$ cat src/rtl/uart_prog_loader.sv
// UART boot loader: receives a length-prefixed program over 8N1 serial and writes
// it word by word into instruction memory, then releases the CPU via run.
module uart_prog_loader #(
    parameter int CLKS_PER_BIT = 868,
    parameter int MAX_WORDS    = 256
) (
    input  logic        clk,
    input  logic        reset,
    input  logic        rx,
    output logic        imem_we,
    output logic [31:0] imem_addr,
    output logic [31:0] imem_wdata,
    output logic        run,
    output logic        busy,
    output logic        err
);

    localparam int TW = (CLKS_PER_BIT > 2) ? $clog2(CLKS_PER_BIT) : 1;
    localparam int HALF_CNT = (CLKS_PER_BIT / 2 > 0) ? (CLKS_PER_BIT / 2 - 1) : 0;
    localparam logic [TW-1:0] BIT_LAST  = TW'(CLKS_PER_BIT - 1);
    localparam logic [TW-1:0] HALF_LAST = TW'(HALF_CNT);
    localparam logic [31:0]   MAX_W     = 32'(MAX_WORDS);

    localparam logic [1:0] RX_IDLE  = 2'd0;
    localparam logic [1:0] RX_START = 2'd1;
    localparam logic [1:0] RX_DATA  = 2'd2;
    localparam logic [1:0] RX_STOP  = 2'd3;

    localparam logic [2:0] L_HDR_HI = 3'd0;
    localparam logic [2:0] L_HDR_LO = 3'd1;
    localparam logic [2:0] L_WORD   = 3'd2;
    localparam logic [2:0] L_DONE   = 3'd3;
    localparam logic [2:0] L_ERR    = 3'd4;

    logic          rx_meta_r;
    logic          rx_sync_r;
    logic [1:0]    rx_state_r;
    logic [TW-1:0] bit_timer_r;
    logic [2:0]    bit_cnt_r;
    logic [7:0]    rx_shift_r;
    logic          byte_valid_r;
    logic          frame_err_r;

    logic [2:0]    l_state_r;
    logic [15:0]   n_r;
    logic [15:0]   word_idx_r;
    logic [1:0]    byte_cnt_r;
    logic [23:0]   word_r;
    logic          imem_we_r;
    logic [31:0]   imem_addr_r;
    logic [31:0]   imem_wdata_r;
    logic          run_r;
    logic          busy_r;
    logic          err_r;

    logic [2:0]    l_nxt_s;
    logic [15:0]   n_nxt_s;
    logic [15:0]   n_new_s;
    logic [15:0]   idx_nxt_s;
    logic [15:0]   idx_inc_s;
    logic [1:0]    cnt_nxt_s;
    logic [23:0]   word_nxt_s;
    logic          we_nxt_s;
    logic [31:0]   addr_nxt_s;
    logic [31:0]   wdata_nxt_s;

    // Two-flop synchronizer for the asynchronous serial line (idles high).
    always_ff @(posedge clk or negedge reset) begin
        if (!reset) begin
            rx_meta_r <= 1'b1;
            rx_sync_r <= 1'b1;
        end else begin
            rx_meta_r <= rx;
            rx_sync_r <= rx_meta_r;
        end
    end

    // 8N1 receiver: mid-bit sampling, emits one-cycle byte_valid / frame_err pulses.
    always_ff @(posedge clk or negedge reset) begin
        if (!reset) begin
            rx_state_r   <= RX_IDLE;
            bit_timer_r  <= '0;
            bit_cnt_r    <= 3'd0;
            rx_shift_r   <= 8'd0;
            byte_valid_r <= 1'b0;
            frame_err_r  <= 1'b0;
        end else begin
            byte_valid_r <= 1'b0;
            frame_err_r  <= 1'b0;
            case (rx_state_r)
                RX_IDLE: begin
                    bit_timer_r <= '0;
                    if (!rx_sync_r) begin
                        rx_state_r <= RX_START;
                    end
                end
                RX_START: begin
                    if (bit_timer_r == HALF_LAST) begin
                        bit_timer_r <= '0;
                        bit_cnt_r   <= 3'd0;
                        rx_state_r  <= rx_sync_r ? RX_IDLE : RX_DATA;
                    end else begin
                        bit_timer_r <= bit_timer_r + 1'b1;
                    end
                end
                RX_DATA: begin
                    if (bit_timer_r == BIT_LAST) begin
                        bit_timer_r <= '0;
                        rx_shift_r  <= {rx_sync_r, rx_shift_r[7:1]};
                        if (bit_cnt_r == 3'd7) begin
                            rx_state_r <= RX_STOP;
                        end else begin
                            bit_cnt_r <= bit_cnt_r + 3'd1;
                        end
                    end else begin
                        bit_timer_r <= bit_timer_r + 1'b1;
                    end
                end
                RX_STOP: begin
                    if (bit_timer_r == BIT_LAST) begin
                        bit_timer_r  <= '0;
                        byte_valid_r <= rx_sync_r;
                        frame_err_r  <= ~rx_sync_r;
                        rx_state_r   <= RX_IDLE;
                    end else begin
                        bit_timer_r <= bit_timer_r + 1'b1;
                    end
                end
                default: begin
                    bit_timer_r <= '0;
                    rx_state_r  <= RX_IDLE;
                end
            endcase
        end
    end

    assign n_new_s   = {n_r[15:8], rx_shift_r};
    assign idx_inc_s = word_idx_r + 16'd1;

    // Loader next-state: header parse, word assembly, write strobe and completion.
    // The write strobe cycle is also the cycle in which word_idx advances.
    always_comb begin
        l_nxt_s     = l_state_r;
        n_nxt_s     = n_r;
        idx_nxt_s   = word_idx_r;
        cnt_nxt_s   = byte_cnt_r;
        word_nxt_s  = word_r;
        we_nxt_s    = 1'b0;
        addr_nxt_s  = imem_addr_r;
        wdata_nxt_s = imem_wdata_r;
        case (l_state_r)
            L_HDR_HI: begin
                if (frame_err_r) begin
                    l_nxt_s = L_ERR;
                end else if (byte_valid_r) begin
                    n_nxt_s = {rx_shift_r, n_r[7:0]};
                    l_nxt_s = L_HDR_LO;
                end else begin
                    l_nxt_s = L_HDR_HI;
                end
            end
            L_HDR_LO: begin
                if (frame_err_r) begin
                    l_nxt_s = L_ERR;
                end else if (byte_valid_r) begin
                    n_nxt_s = n_new_s;
                    if (n_new_s == 16'd0) begin
                        l_nxt_s = L_DONE;
                    end else if ({16'd0, n_new_s} > MAX_W) begin
                        l_nxt_s = L_ERR;
                    end else begin
                        l_nxt_s   = L_WORD;
                        idx_nxt_s = 16'd0;
                        cnt_nxt_s = 2'd0;
                    end
                end else begin
                    l_nxt_s = L_HDR_LO;
                end
            end
            L_WORD: begin
                if (frame_err_r) begin
                    l_nxt_s = L_ERR;
                end else if (imem_we_r) begin
                    idx_nxt_s = idx_inc_s;
                    cnt_nxt_s = 2'd0;
                    l_nxt_s   = (idx_inc_s == n_r) ? L_DONE : L_WORD;
                end else if (byte_valid_r) begin
                    word_nxt_s = {word_r[15:0], rx_shift_r};
                    if (byte_cnt_r == 2'd3) begin
                        we_nxt_s    = 1'b1;
                        addr_nxt_s  = {14'd0, word_idx_r, 2'b00};
                        wdata_nxt_s = {word_r, rx_shift_r};
                        cnt_nxt_s   = 2'd0;
                    end else begin
                        cnt_nxt_s = byte_cnt_r + 2'd1;
                    end
                end else begin
                    l_nxt_s = L_WORD;
                end
            end
            L_DONE: begin
                l_nxt_s = L_DONE;
            end
            L_ERR: begin
                l_nxt_s = L_ERR;
            end
            default: begin
                l_nxt_s = L_ERR;
            end
        endcase
    end

    // Loader state and registered outputs; status flags follow the next state.
    always_ff @(posedge clk or negedge reset) begin
        if (!reset) begin
            l_state_r    <= L_HDR_HI;
            n_r          <= 16'd0;
            word_idx_r   <= 16'd0;
            byte_cnt_r   <= 2'd0;
            word_r       <= 24'd0;
            imem_we_r    <= 1'b0;
            imem_addr_r  <= 32'd0;
            imem_wdata_r <= 32'd0;
            run_r        <= 1'b0;
            busy_r       <= 1'b0;
            err_r        <= 1'b0;
        end else begin
            l_state_r    <= l_nxt_s;
            n_r          <= n_nxt_s;
            word_idx_r   <= idx_nxt_s;
            byte_cnt_r   <= cnt_nxt_s;
            word_r       <= word_nxt_s;
            imem_we_r    <= we_nxt_s;
            imem_addr_r  <= addr_nxt_s;
            imem_wdata_r <= wdata_nxt_s;
            run_r        <= (l_nxt_s == L_DONE);
            busy_r       <= (l_nxt_s == L_HDR_LO) || (l_nxt_s == L_WORD);
            err_r        <= (l_nxt_s == L_ERR);
        end
    end

    assign imem_we    = imem_we_r;
    assign imem_addr  = imem_addr_r;
    assign imem_wdata = imem_wdata_r;
    assign run        = run_r;
    assign busy       = busy_r;
    assign err        = err_r;

endmodule
$ cat config.mk
export PLATFORM = sky130hd
export DESIGN_NAME = uart_prog_loader
export DESIGN_NICKNAME = d
export VERILOG_FILES = /design/src/rtl/uart_prog_loader.sv
export SDC_FILE = /design/constraint.sdc
export NUM_CORES = 1
export LEC_CHECK = 0
export ABC_AREA = 1
export CAP_MARGIN = 10
export CORE_UTILIZATION = 35
export CTS_CLUSTER_SIZE = 40
export DETAILED_ROUTE_END_ITERATION = 10
export GPL_ROUTABILITY_DRIVEN = 0
export PLACE_DENSITY = 0.64
export SETUP_SLACK_MARGIN = 0.2
export SYNTH_ARGS = -nofsm -noshare
export SYNTH_HDL_FRONTEND = slang
export SYNTH_SLANG_ARGS = --single-unit
export TNS_END_PERCENT = 50
$ cat constraint.sdc
create_clock -name clk -period 2.5 [get_ports clk]
set_input_delay 0.5 -clock clk [delete_from_list [all_inputs] [get_ports clk]]
set_output_delay 0.5 -clock clk [all_outputs]
set_load 0.01 [all_outputs]
==> Word-level counts from Yosys, hierarchy flattened <==
Index checks and enable logic that the tools add are counted.
Widths: inputs -> output; s select.
{ "totals": {"in_bits": 3, "out_inout_bits": 68, "ram_bits": 0, "latchBits": 0, "wordCells": 129, "regBits": 140, "mem_bits_ro": 0, "n_memories": 0} }
{ "op_classes": {"muxes": 55, "addsub": 4, "reduce_logical": 16, "magnitude_cmp": 1, "n_eq_ne": 28, "n_bitwise": 5, "shift": 0, "multipliers": 0, "div": 0} }
{ "op_table": {"columns": ["op", "count"], "rows": [
  ["$mux 16", 8],
  ["$pmux 16 s2", 2],
  ["$mux 3", 11],
  ["$pmux 10 s3", 1],
  ["$mux 2", 14],
  ["$ne 2x2->1 const B", 12],
  ["$mux 10", 2],
  ["$add 16x1->16 const B", 1],
  ["$eq 16x16->1", 1],
  ["$gt 16x9->1 const B", 1],
  ["$logic_not 16->1", 1],
  ["$mux 8", 2],
  ["$reduce_and 4->1", 4],
  ["$reduce_and 7->1", 2],
  ["$eq 3x2->1 const B", 4],
  ["$pmux 3 s4", 1],
  ["$mux 1", 11],
  ["$add 10x1->10 const B", 1],
  ["$eq 10x10->1 const B", 1],
  ["$eq 10x9->1 const B", 1],
  ["$reduce_and 5->1", 2],
  ["$pmux 2 s4", 1],
  ["$eq 2x2->1 const B", 3],
  ["$eq 3x1->1 const B", 2],
  ["other kinds (14)", 20]
]} }

==> Depth between registers and ports, before layout <==
{ "depth": {"depth_word": 8, "ltp_mapped": 17, "ltp_nobuf": 17} }

==> Worst setup path before layout <==
Ideal clock, no wire load.
{ "synth_timing": {"kind": "register to register", "startpoint": "register word_idx_r[1]", "endpoint": "register busy_r, in the netlist busy", "stages_incl_launch_ff": 17, "t_required_ps": 2383, "setup_slack_ps": 788, "path_buffers": 0, "period_less_slack_ps": 1712, "arrival_time_ps": 1595, "setup_time_ps": 117, "path_cell_list": "dfrtp_1 -> ha_1 -> nand2_1 -> nor2_4 -> nand2_1 -> nand2_1 -> nand2_1 -> nand2_1 -> nand2_1 -> inv_1 -> nand2_1 -> nor2_1 -> nand3_1 -> nand2_1 -> nand2_2 -> nand3_1 -> nand2_1"} }
{ "synth_between": {"elab_chain_cells": 8, "elab_cells_between_ends": 9, "cone_classes": "1 x add/sub; 3 x eq/ne; 4 x mux; 1 x reduce/logical"} }
{ "synth_rtl": {"columns": ["element", "line", "rtl"], "rows": [
  ["from (decl)", "46", "logic [15:0] word_idx_r;"],
  ["from (signal assigned)", "230", "word_idx_r <= idx_nxt_s;"],
  ["$add 16x1->16 *", "138", "assign idx_inc_s = word_idx_r + 16'd1;"],
  ["$eq 16x16->1 *", "186", "l_nxt_s = (idx_inc_s == n_r) ? L_DONE : L_WORD;"],
  ["$mux 1 *", "186", null],
  ["$mux 3 *", "183", "end else if (imem_we_r) begin"],
  ["$mux 3 *", "181", "if (frame_err_r) begin"],
  ["$pmux 3 s4 *", "151", "case (l_state_r)"],
  ["$eq 3x1->1 or $eq 3x2->1 (tied branches)", "237", "busy_r <= (l_nxt_s == L_HDR_LO) || (l_nxt_s == L_WORD);"],
  ["$logic_or 1x1->1 *", "237", null],
  ["to (signal assigned)", "237", null],
  ["to (decl)", "53", "logic busy_r;"]
]} }
Every way passes the cells marked *; elsewhere a longest branch is shown, timed or not.
A chain may end at the register's enable or synchronous reset.

==> Worst setup path after layout <==
Same ends and word-level chain as after synthesis.

==> results.tsv <==
stage	metric	value	unit
timing	period_share	0.8179	
synth	ys_types	34	
floorplan	dieArea	18600	sq um
synth	synth-seq-cells	140	
synth	synth-compound-area-share	0.1089	
grt	met3_usage	0.04437	
clock_tree	cts_buffers	17	
place	port_buffers	54	
floorplan	num_rows	48	
grt	grt_pass1_wl	23200	um
pwr	ir_drop	503.9	uV
clock_tree	htreeDepth	4	
timing	drv_slew	0	
place	dpl_worst_slack	0.4353	ns
timing	fmax	489.1	MHz
floorplan	initial_core_util	0.3617	
synth	synth_top_family_by_area	simple AND/OR/NAND/NOR gates	
synth	ys_seq_area_frac	0.5546	
cells_and_area	layout-drive-gt1-share	0.07946	
synth	synth_edf_count	0	
clock_tree	cts_tree	yes	
synth	yosys-top-cells-area	dfrtp_1 (55%), nand2_1 (13%), o21ai_0 (7.7%)	
floorplan	core_area	17480	sq um
timing	relSlewSlack	0.5651	
drt	post_drt_wl_per_cell	13.21	um
cells_and_area	syn_to_final_growth	21.85	%
grt	track_usage	0.1624	
timing	rsz0062_at_grt	false	
synth	synthAdderAreaFrac	0.01188	
critical_path	crit_path_start	word_idx_r[1]$_DFFE_PN0P_	
synth	syn_inst	743	
synth	synth_top_area_frac	0.5463	
place	hpwl	9673	um
synth	synth_xor_area_frac	0.009699	
drt	drt_iter0_markers	463	
drt	post-route-drc-count	0	
drt	viasPerCell	4.661	
cells_and_area	final_cell_mix	nand2_1 (211), dfrtp_1 (137), o21ai_0 (97), inv_1 (80), clkdlybuf4s50_1 (53)	
clock_tree	cts_root_buf	clkbuf_16	
synth	yosys-mux-area-fraction	0	
cells_and_area	register_area	3507	sq um
critical_path	rr_startpoint	word_idx_r[1]$_DFFE_PN0P_	
clock_tree	clock_tree.buffer_depth	2	
cells_and_area	layout_commonest_cell	nand2_1	
floorplan	ios	71	
hold_path	hold_path.class	in -> async	
grt	grt.met1_usage	0.2264	
floorplan	die_w	136.4	um
synth	syn_area	6321	sq um
grt	grt_pass1_vias	4508	
timing	finalSetupTns	0	ns
critical_path	r2r_cells	16	
critical_path	r2r_end	busy$_DFF_PN0_	
synth	syn_avg_cell_area	8.507	sq um
grt	antenna_found_initial	0	
run_status	status	finished clean	
critical_path	cp.required	2.81	ns
critical_path	worstPathArrival	2.35	ns
critical_path	rrSetupSlack	0.46	ns
cells_and_area	multi_input_area	2346	sq um
timing	fin_crit	2.045	ns
timing	skew	0.009075	ns
critical_path	path_class	reg -> reg	
clock_tree	clk_latency	0.42	ns
synth	async_reset_ff_frac	1.000	
timing	worst_slew_pin_slew	0.6517	ns
floorplan	fp.dieH	136.4	um
run	cap_violations	0	
timing	finalSetupViolCount	0	
grt	grt_max_degree	73	
cells_and_area	filler_cell_count	1691	
grt	gr-max-usage-layer	met2	
cells_and_area	num_antenna_cells	0	
synth	ys.warnings.count	0	
grt	grt_overflow	0	
synth	synth_area_leader_cell	dfrtp_1	
drt	drtAntennaViolNets	0	
cells_and_area	nNetsFinal	814	
pwr	p_per_area	639.3	nW/um^2
drt	via_count	4861	
critical_path	cp-start-kind	register	
grt	met2_usage	0.2417	
synth	synth_top_flop_cell	dfrtp_1	
clock_tree	path_clk_slew	0.06	ns
timing	setup_ws	0.4552	ns
critical_path	path_max_fanout	8	
critical_path	crit_path_end_kind	register	
pwr	p_leak	3.526	nW
drt	wl	13770	um
clock_tree	cts_num_sinks	140	
synth	synth-simple-area-share	0.2308	
drt	first_pass_iters	5	
timing	hold_viol_final	0	
==> synthesized netlist by cell type (10+ instances only) <==
library cell,instances
nand2_1,211
clkbuf_1,13
nand4_1,11
dfrtp_1,138
nand3_1,42
o21ai_0,97
inv_1,80
buf_4,16
nor2_1,41
nor3_1,10
o22ai_1,10
a21oi_1,16
==> metrics by stage <==
step / hold slack [ns] / instance area, sq um / total power [mW] / instances / util
global route: 0.05667 / 7702 / 5.112 / 1043 / 0.4407
global placement: 0.3458 / 7071 / 2.379 / 1009 / 0.4046
floorplan: 0.2044 / 6377 / 2.341 / 758 / -
finish: 0.04294 / 7702 / 4.925 / 1043 / 0.4407
CTS: 0.04227 / 7684 / 4.993 / 1041 / 0.4396
detailed placement: 0.3510 / 7071 / 2.380 / 1009 / 0.4046
==> routing by layer <==
metal / vias to the layer above / part of all wire / wire (um)
met5: - / 0 / 0
met3: 17 / 0.047 / 645
met1: 2232 / 0.49 / 6724
met4: 0 / 0.011 / 156
met2: 106 / 0.45 / 6247
li1: 2506 / - / -
==> registers in the layout (all words and copies together) (netlist names), 2 cells and up, named ones only <==
register     flops
bit_cnt_r        3
l_state_r        3
word_idx_r      16
byte_cnt_r       2
imem_wdata      32
bit_timer_r     10
rx_shift_r       8
word_r          24
n_r             16
imem_addr       16
==> repair_timing <==
action                     CTS  global route
buffers inserted             0             2
setup endpoints to repair    0             1
hold buffers                 0             0
resized for setup            0             2
==> worst max path at each step <==
stage                                endpoint
finish                         busy$_DFF_PN0_
detailed placement             busy$_DFF_PN0_
floorplan                      busy$_DFF_PN0_
CTS                            busy$_DFF_PN0_
global placement    byte_cnt_r[1]$_DFFE_PN0P_
global route                   busy$_DFF_PN0_
==> report_power, final <==
group	internal [mW]	leakage, nW	switching [mW]
Clock	1.65	0.300	0.941
Sequential	2.27	1.93	0.000906
Combinational	0.00947	1.29	0.0556
==> worst max-delay path: stages (launching register included) <==
cell and delay (ns):
dfrtp_1 0.41, ha_2 0.23, nand2_1 0.09, nor2_4 0.21
nand2_1 0.08, nand2_1 0.08, nand2_1 0.07, nand2_1 0.06
nand2_1 0.04, inv_1 0.04, nand2_1 0.06, nor2_1 0.14
nand3_1 0.11, nand2_1 0.08, nand2_2 0.08, nand3_1 0.08
nand2_1 0.06
==> final cells by class <==
type	instances	area share
clock buffers	22	0.06157
clock inverters	10	0.01803
multi-input cells	500	0.3046
inverters	84	0.04094
repair buffers	62	0.08301
well taps	225	0.03655
flip-flops and latches	140	0.4553
==> kinds of logic after synthesis <==
kind of cell / after synthesis
adder cells (fa/ha/maj): 6
AO/OA/AOI/OAI: 131
XOR/XNOR: 7
flip-flops: 140
AND/OR/NAND/NOR: 340
buffers and inverters: 118
other: 1
(Power assumes the default switching activity.)
